File: src/rtl/enc_4x2_rr.sv
// Sequential round-robin encoder: collects one-hot request events into a sticky
// pending register and issues their indices one at a time on a valid/ready handshake.
module enc_4x2_rr #(
   parameter int N = 4,
   parameter int W = 2
) (
   input  logic         clk,
   input  logic         rst_n,
   input  logic         e,
   input  logic         flush,
   input  logic [N-1:0] i,
   output logic [W-1:0] o,
   output logic         o_valid,
   input  logic         o_ready,
   output logic [N-1:0] pend,
   output logic         any,
   output logic         ovf
);

   // state   | meaning
   // IDLE    | no index presented; grants from pend when non-empty
   // PRESENT | o/o_valid held until the consumer accepts
   typedef enum logic {IDLE, PRESENT} state_t;

   state_t       state_q;
   logic [W-1:0] o_q;
   logic         o_valid_q;
   logic [N-1:0] pend_q, pend_d;
   logic         ovf_q, ovf_d;
   logic [W-1:0] ptr_q;

   logic [N-1:0] clr;
   logic [N-1:0] arr;
   logic [W-1:0] win;
   logic [W-1:0] idx;
   logic         found;

   assign clr = (state_q == PRESENT && o_ready) ? (N'(1) << o_q) : '0;
   assign arr = e ? i : '0;

   // A bit being cleared while it re-arrives is a fresh event, not an overrun.
   assign pend_d = (pend_q & ~clr) | arr;
   assign ovf_d  = ovf_q | (|(arr & pend_q & ~clr));

   // First set bit of the registered pend searching upward from ptr, wrapping.
   always_comb begin
      win   = '0;
      idx   = '0;
      found = 1'b0;
      for (int k = 0; k < N; k++) begin
         idx = ptr_q + W'(k);
         if (!found && pend_q[idx]) begin
            win   = idx;
            found = 1'b1;
         end
      end
   end

   always_ff @(posedge clk or negedge rst_n) begin
      if (!rst_n) begin
         state_q   <= IDLE;
         o_q       <= '0;
         o_valid_q <= 1'b0;
         pend_q    <= '0;
         ovf_q     <= 1'b0;
         ptr_q     <= '0;
      end else if (flush) begin
         state_q   <= IDLE;
         o_valid_q <= 1'b0;
         pend_q    <= '0;
         ovf_q     <= 1'b0;
         ptr_q     <= '0;
      end else begin
         pend_q <= pend_d;
         ovf_q  <= ovf_d;
         case (state_q)
            IDLE: begin
               if (found) begin
                  o_q       <= win;
                  o_valid_q <= 1'b1;
                  state_q   <= PRESENT;
               end
            end
            PRESENT: begin
               if (o_ready) begin
                  o_valid_q <= 1'b0;
                  ptr_q     <= o_q + W'(1);
                  state_q   <= IDLE;
               end
            end
            default: state_q <= IDLE;
         endcase
      end
   end

   assign o       = o_q;
   assign o_valid = o_valid_q;
   assign pend    = pend_q;
   assign any     = |pend_q;
   assign ovf     = ovf_q;

endmodule

File: config.mk
export PLATFORM = sky130hd
export DESIGN_NAME = enc_4x2_rr
export DESIGN_NICKNAME = d
export VERILOG_FILES = /design/src/rtl/enc_4x2_rr.sv
export SDC_FILE = /design/constraint.sdc
export NUM_CORES = 1
export LEC_CHECK = 0
export CELL_PAD_IN_SITES_DETAIL_PLACEMENT = 0
export CELL_PAD_IN_SITES_GLOBAL_PLACEMENT = 1
export CORE_UTILIZATION = 30
export CTS_CLUSTER_DIAMETER = 150
export DETAILED_ROUTE_END_ITERATION = 12
export HOLD_SLACK_MARGIN = 0.03
export PLACE_DENSITY = 0.79
export SLEW_MARGIN = 10
export SYNTH_ARGS = -nofsm -noshare
export SYNTH_HDL_FRONTEND = slang
export SYNTH_SLANG_ARGS = --single-unit
export TNS_END_PERCENT = 50
File: constraint.sdc
create_clock -name clk -period 1.15 [get_ports clk]
set_input_delay 0.1725 -clock clk [delete_from_list [all_inputs] [get_ports clk]]
set_output_delay 0.1725 -clock clk [all_outputs]
set_load 0.02 [all_outputs]
# Yosys cells after proc, flatten, opt, wreduce, memory -nomap -nowiden
# Cells that the tools add are included.
# Widths: inputs -> output; s select.
dict set report op_classes {
  add_sub_neg 4
  n_lt_le_gt_ge 4
  eq_ne 2
  n_shift 1
  muxes 31
  n_bitwise 8
  n_reduce_logical 14
}
# op count
set ops {}
lappend ops {{$mux 1} 15}
lappend ops {{$mux 2} 7}
lappend ops {{$and 4x4->4} 3}
lappend ops {{$lt 2x3->1 const B} 4}
lappend ops {{$mux 4} 3}
lappend ops {{$bmux 1 s2} 4}
lappend ops {{$reduce_or 4->1} 2}
lappend ops {{$ne 3x3->1 const B} 2}
lappend ops {{$add 2x1->2 const B} 2}
lappend ops {{$add 2x2->2 const B} 2}
lappend ops {{$logic_and 1x1->1} 4}
lappend ops {{$not 4->4} 1}
lappend ops {{$or 4x4->4} 1}
lappend ops {{$pmux 1 s2} 2}
lappend ops {{$reduce_and 2->1} 2}
lappend ops {{$reduce_bool 2->1} 2}
lappend ops {{$shl 1x2->4 const A} 1}
lappend ops {{$logic_not 1->1} 3}
lappend ops {{$reduce_and 3->1} 1}
lappend ops {{$not 1->1} 2}
lappend ops {{$or 1x1->1} 1}
dict set report word_totals {
  register_bits 11
  input_bits 9
  out_inout_bits 9
  word_cells 70
}

# Longest topological paths before layout
dict set report logic_depth {
  ltp_word 15
  ltp_mapped 6
  depth_no_buf 6
}

# Least setup slack after synthesis
# OpenSTA, ideal clock, no wires.
dict set report synth_path {
  path_type {reg2reg}
  from {register o_q[0], in the netlist o[0]}
  to {register ovf_q, in the netlist ovf}
  setup_time_ps 82
  arrival_ps 1221
  t_required_ps 1068
  path_slack_ps -153
  stages_incl_launch_ff 7
  n_path_buf 0
  synth_period_minus_slack_ps 1303
  path_cell_list {dfrtp_1 inv_1 ha_1 nand3_1 nand2_1 o22a_1 a31oi_1}
}
dict set report synth_via {
  elab_chain_len 7
}
# element line
set synth_rtl {}
lappend synth_rtl {{start: declaration} 26} ;# logic [W-1:0] o_q;
lappend synth_rtl {{start signal: assignment} 79} ;# o_q <= win;
lappend synth_rtl {{$shl 1x2->4} 38} ;# assign clr = (state_q == PRESENT && o_ready) ? (N'(1) << o_q) : '0;
lappend synth_rtl {{$mux 4} 38}
lappend synth_rtl {{$not 4->4} 43} ;# assign ovf_d = ovf_q | (|(arr & pend_q & ~clr));
lappend synth_rtl {{$and 4x4->4} 43}
lappend synth_rtl {{$reduce_or 4->1} 43}
lappend synth_rtl {{$or 1x1->1} 43}
lappend synth_rtl {{$mux 1} 67} ;# end else if (flush) begin
lappend synth_rtl {{end signal: assignment} 75} ;# ovf_q <= ovf_d;
lappend synth_rtl {{end: declaration} 29} ;# logic ovf_q, ovf_d;
# No other way between the ends.
# A chain may end at the register's enable or synchronous reset.

# Worst setup path after layout
dict set report layout_path {
  from {register pend_q[1], in the netlist pend[1]}
  to {register o_q[1], in the netlist o[1]}
}
dict set report layout_via {
  elab_chain_len 13
  elab_cells_between_ends 23
  cone_classes {mux (16); reduce/logical (7)}
}
# element line
set layout_rtl {}
lappend layout_rtl {{start: declaration} 28} ;# logic [N-1:0] pend_q, pend_d;
lappend layout_rtl {{start signal: assignment} 74} ;# pend_q <= pend_d;
lappend layout_rtl {{$bmux 1 s2} 52} ;# if (!found && pend_q[idx]) begin
lappend layout_rtl {{$mux 1 (not written as such)} 52}
lappend layout_rtl {{$mux 1} 52}
lappend layout_rtl {{$logic_not 1->1} 52}
lappend layout_rtl {{$logic_and 1x1->1} 52}
lappend layout_rtl {{$mux 1} 52}
lappend layout_rtl {{$logic_not 1->1} 52}
lappend layout_rtl {{$logic_and 1x1->1} 52}
lappend layout_rtl {{$mux 1} 52}
lappend layout_rtl {{$logic_not 1->1} 52}
lappend layout_rtl {{$logic_and 1x1->1} 52}
lappend layout_rtl {{$mux 1} 52}
lappend layout_rtl {{$reduce_and 3->1 (no source line)} --}
# Parallel ways exist; a longest one is shown, timed or not. The select of a mux whose other input is x is not followed.

==> results.cfg <==
[route]
finalWirelength_um = 1670
first_pass_iters = 4
vias = 645
post_drt_wl_per_cell_um = 12.1
vias_per_cell = 4.67
drt_iter0_markers = 8
antenna_left = 0
drc_errors = 0

[outcome]
violations = setup timing
status = finished, violations left

[grt]
grt_remaining_overflow = 0
grt_pass1_vias = 632
grt_antenna_before_repair = 0
track_usage_pct = 18.4
grt_pass1_wl_um = 2820
grt_max_degree = 12

[setup_path]
max_stage_delay_ns = 0.46
required_ns = 1.34
path_cells = nor2_4 > buf_6 > a211oi_2 > or4_1 > o21ai_1
critical_path_buf_inv_count = 1
critPathLaunchType = flop
cp.arrival_ns = 1.49
cpMaxStageDelayCell = dfrtp_2
cp_top_family = simple AND/OR/NAND/NOR gates
path_class = reg -> reg
setup.worst_path.end_class = flop
worstPathMaxFanout = 5

[power]
power_density_nw_per_um2 = 1230
peakVddDrop_mv = 0.739
p_leak_nw = 0.486

[synth]
syn_area_um2 = 626
yosysUniqueCellTypes = 27
synth_edf_count = 0
ys_seq_elements = 11
yosys-top-cells-area = dfrtp_1 44%, ha_1 8.0%, nand2_1 6.6%
synth_warnings = 0
synth_nets = 79
avgSynthCellArea_um2 = 9.48
synth_top_area_share_pct = 44.0
synth_top_flop_cell = dfrtp_1
syn_inst = 66
yosysTopAreaCell = dfrtp_1
synth_commonest_cells = 11 x dfrtp_1, 11 x nand2_1, 6 x a21oi_1, 6 x nor2_1, 4 x ha_1
synth_seq_area_share_pct = 44.0
asyncSetResetFlopFracSynth_pct = 100

[run]
maxCapViolCount = 0

[die]
start_util_pct = 31.9
io_pins = 18
dieWidth_um = 47.7
coreArea_um2 = 1960
rows = 16
dieHeight_um = 47.7
fp.dieArea_um2 = 2270

[placement]
placed_cells = 131
dp_slack_ns = -0.251
place.detailed.hpwl_um = 1340
port_buffers = 17
gp_congestion = 0.874

[final_layout]
seq_area_um2 = 284
nets = 125
final_cells = 138
syn2layout_area_growth_pct = 75.2
diodes = 0
fillCellCount = 194
drive_above_1_share_pct = 52.3
multi_input_area_um2 = 380

[cts]
clk_latency_ns = 0.26
root_buffer = clkbuf_4
cts_buffers = 3
clock-sinks = 11
clockBufferDepth = 2
path_clk_slew_ns = 0.07
htreeDepth = 1
cts.hold.buffers_added = 0
cts_tree = built

[timing]
relSlewSlack_pct = 84.0
fin_crit_sh_pct = 113
finalClockSkew_ns = 0.000810
hold_violations = 0
worst_slew_pin_slew_ns = 0.240
setup_ws_ns = -0.150
finalCriticalPeriod_ns = 1.30
rsz0062_at_grt = yes
drv_slew = 0
report.final.setup_viol = 6
max_freq_mhz = 769

[worst_hold_path]
hold_class = in -> async
## cells by family after synthesis
kind of cell	count (synthesis)	synth area share (%)
DFF	11	44.0
buffers and inverters	3	2.00
and+or+nand+nor	29	23.8
adders and majority gates	4	8.00
AOI/OAI and AO/OA	19	22.2
## power breakdown
| group | switching, mW | leakage (nW) | internal (mW) |
|---|---|---|---|
| Clock | 0.128 | 0.0150 | 0.134 |
| Combinational | 0.262 | 0.338 | 0.307 |
| Sequential | 0.0686 | 0.133 | 0.444 |
| Total | 0.458 | 0.486 | 0.886 |
## per-stage QoR
step                util, %  instance area, µm²  power [mW]  TNS (ns)  hold WS [ns]
global route           55.9                1100        1.43    -0.855         0.235
detailed placement     51.2                1000        1.04     -1.82         0.476
finish                 55.9                1100        1.34    -0.504         0.193
CTS                    53.4                1050        1.31    -0.508         0.194
global placement       51.2                1000        1.03     -1.59         0.467
floorplan                 -                 641       0.732    -0.171        -0.123
## worst paths after layout
kind                       startpoint  slack, ns       to  cells after the start
hold reg to reg               o_valid       0.49  o_valid                      1
setup reg to reg              pend[1]      -0.15     o[1]                      5
min in group clk              o_valid       0.49  o_valid                      1
hold / removal                  rst_n       0.19     o[1]                      2
setup / recovery              pend[1]      -0.15     o[1]                      5
max in group asynchronous       rst_n       0.79  pend[0]                      2
## timing repair
action	CTS	global route
setup buffers	0	3
setup endpoints to repair	14	11
resized for setup	45	11
pin swaps	4	2
gates cloned	0	0
## cell type report
type / instances / share of cell area (%)
multi-input cells: 52 / 34.7
flip-flops and latches: 11 / 25.9
well taps: 27 / 3.08
clock buffers: 4 / 2.40
inverters: 2 / 0.685
repair buffers: 42 / 33.2
## cell usage in the layout, fill, tap and decap left out, types with 3 or more instances in the layout
cell             synthesis  final
dfrtp_2                  0      7
nand2_1                 11      9
clkdlybuf4s50_1          0      8
clkbuf_4                 0      3
nor2_1                   6      5
buf_4                    0     19
a21oi_1                  6      6
dfrtp_1                 11      4
buf_2                    1      4
buf_6                    0      9
## registers in the layout, indices dropped and copies added, names as in the netlist
signal	cells
pend	4
o	2
ptr_q	2
o_valid	1
ovf	1
state_q	1
## worst reg2reg max path: cells and delay by family (launching register included)
kind            cells  cell delay [ns]
simple gates        2             0.51
compound gates      2             0.14
buf+inv             1             0.12
flops               1             0.46
## layer usage
layer | vias up | wire [µm] | global-route usage, % | part of all wire [%]
li1 | 325 | - | - | -
met2 | 14 | 799 | 30.4 | 48
met1 | 304 | 805 | 24.8 | 48
met3 | 2 | 55 | 2.26 | 3.3
met4 | 0 | 8 | 6.67 | 0.48
met5 | - | 0 | 0 | 0
Power figures use the tool's default switching activity.
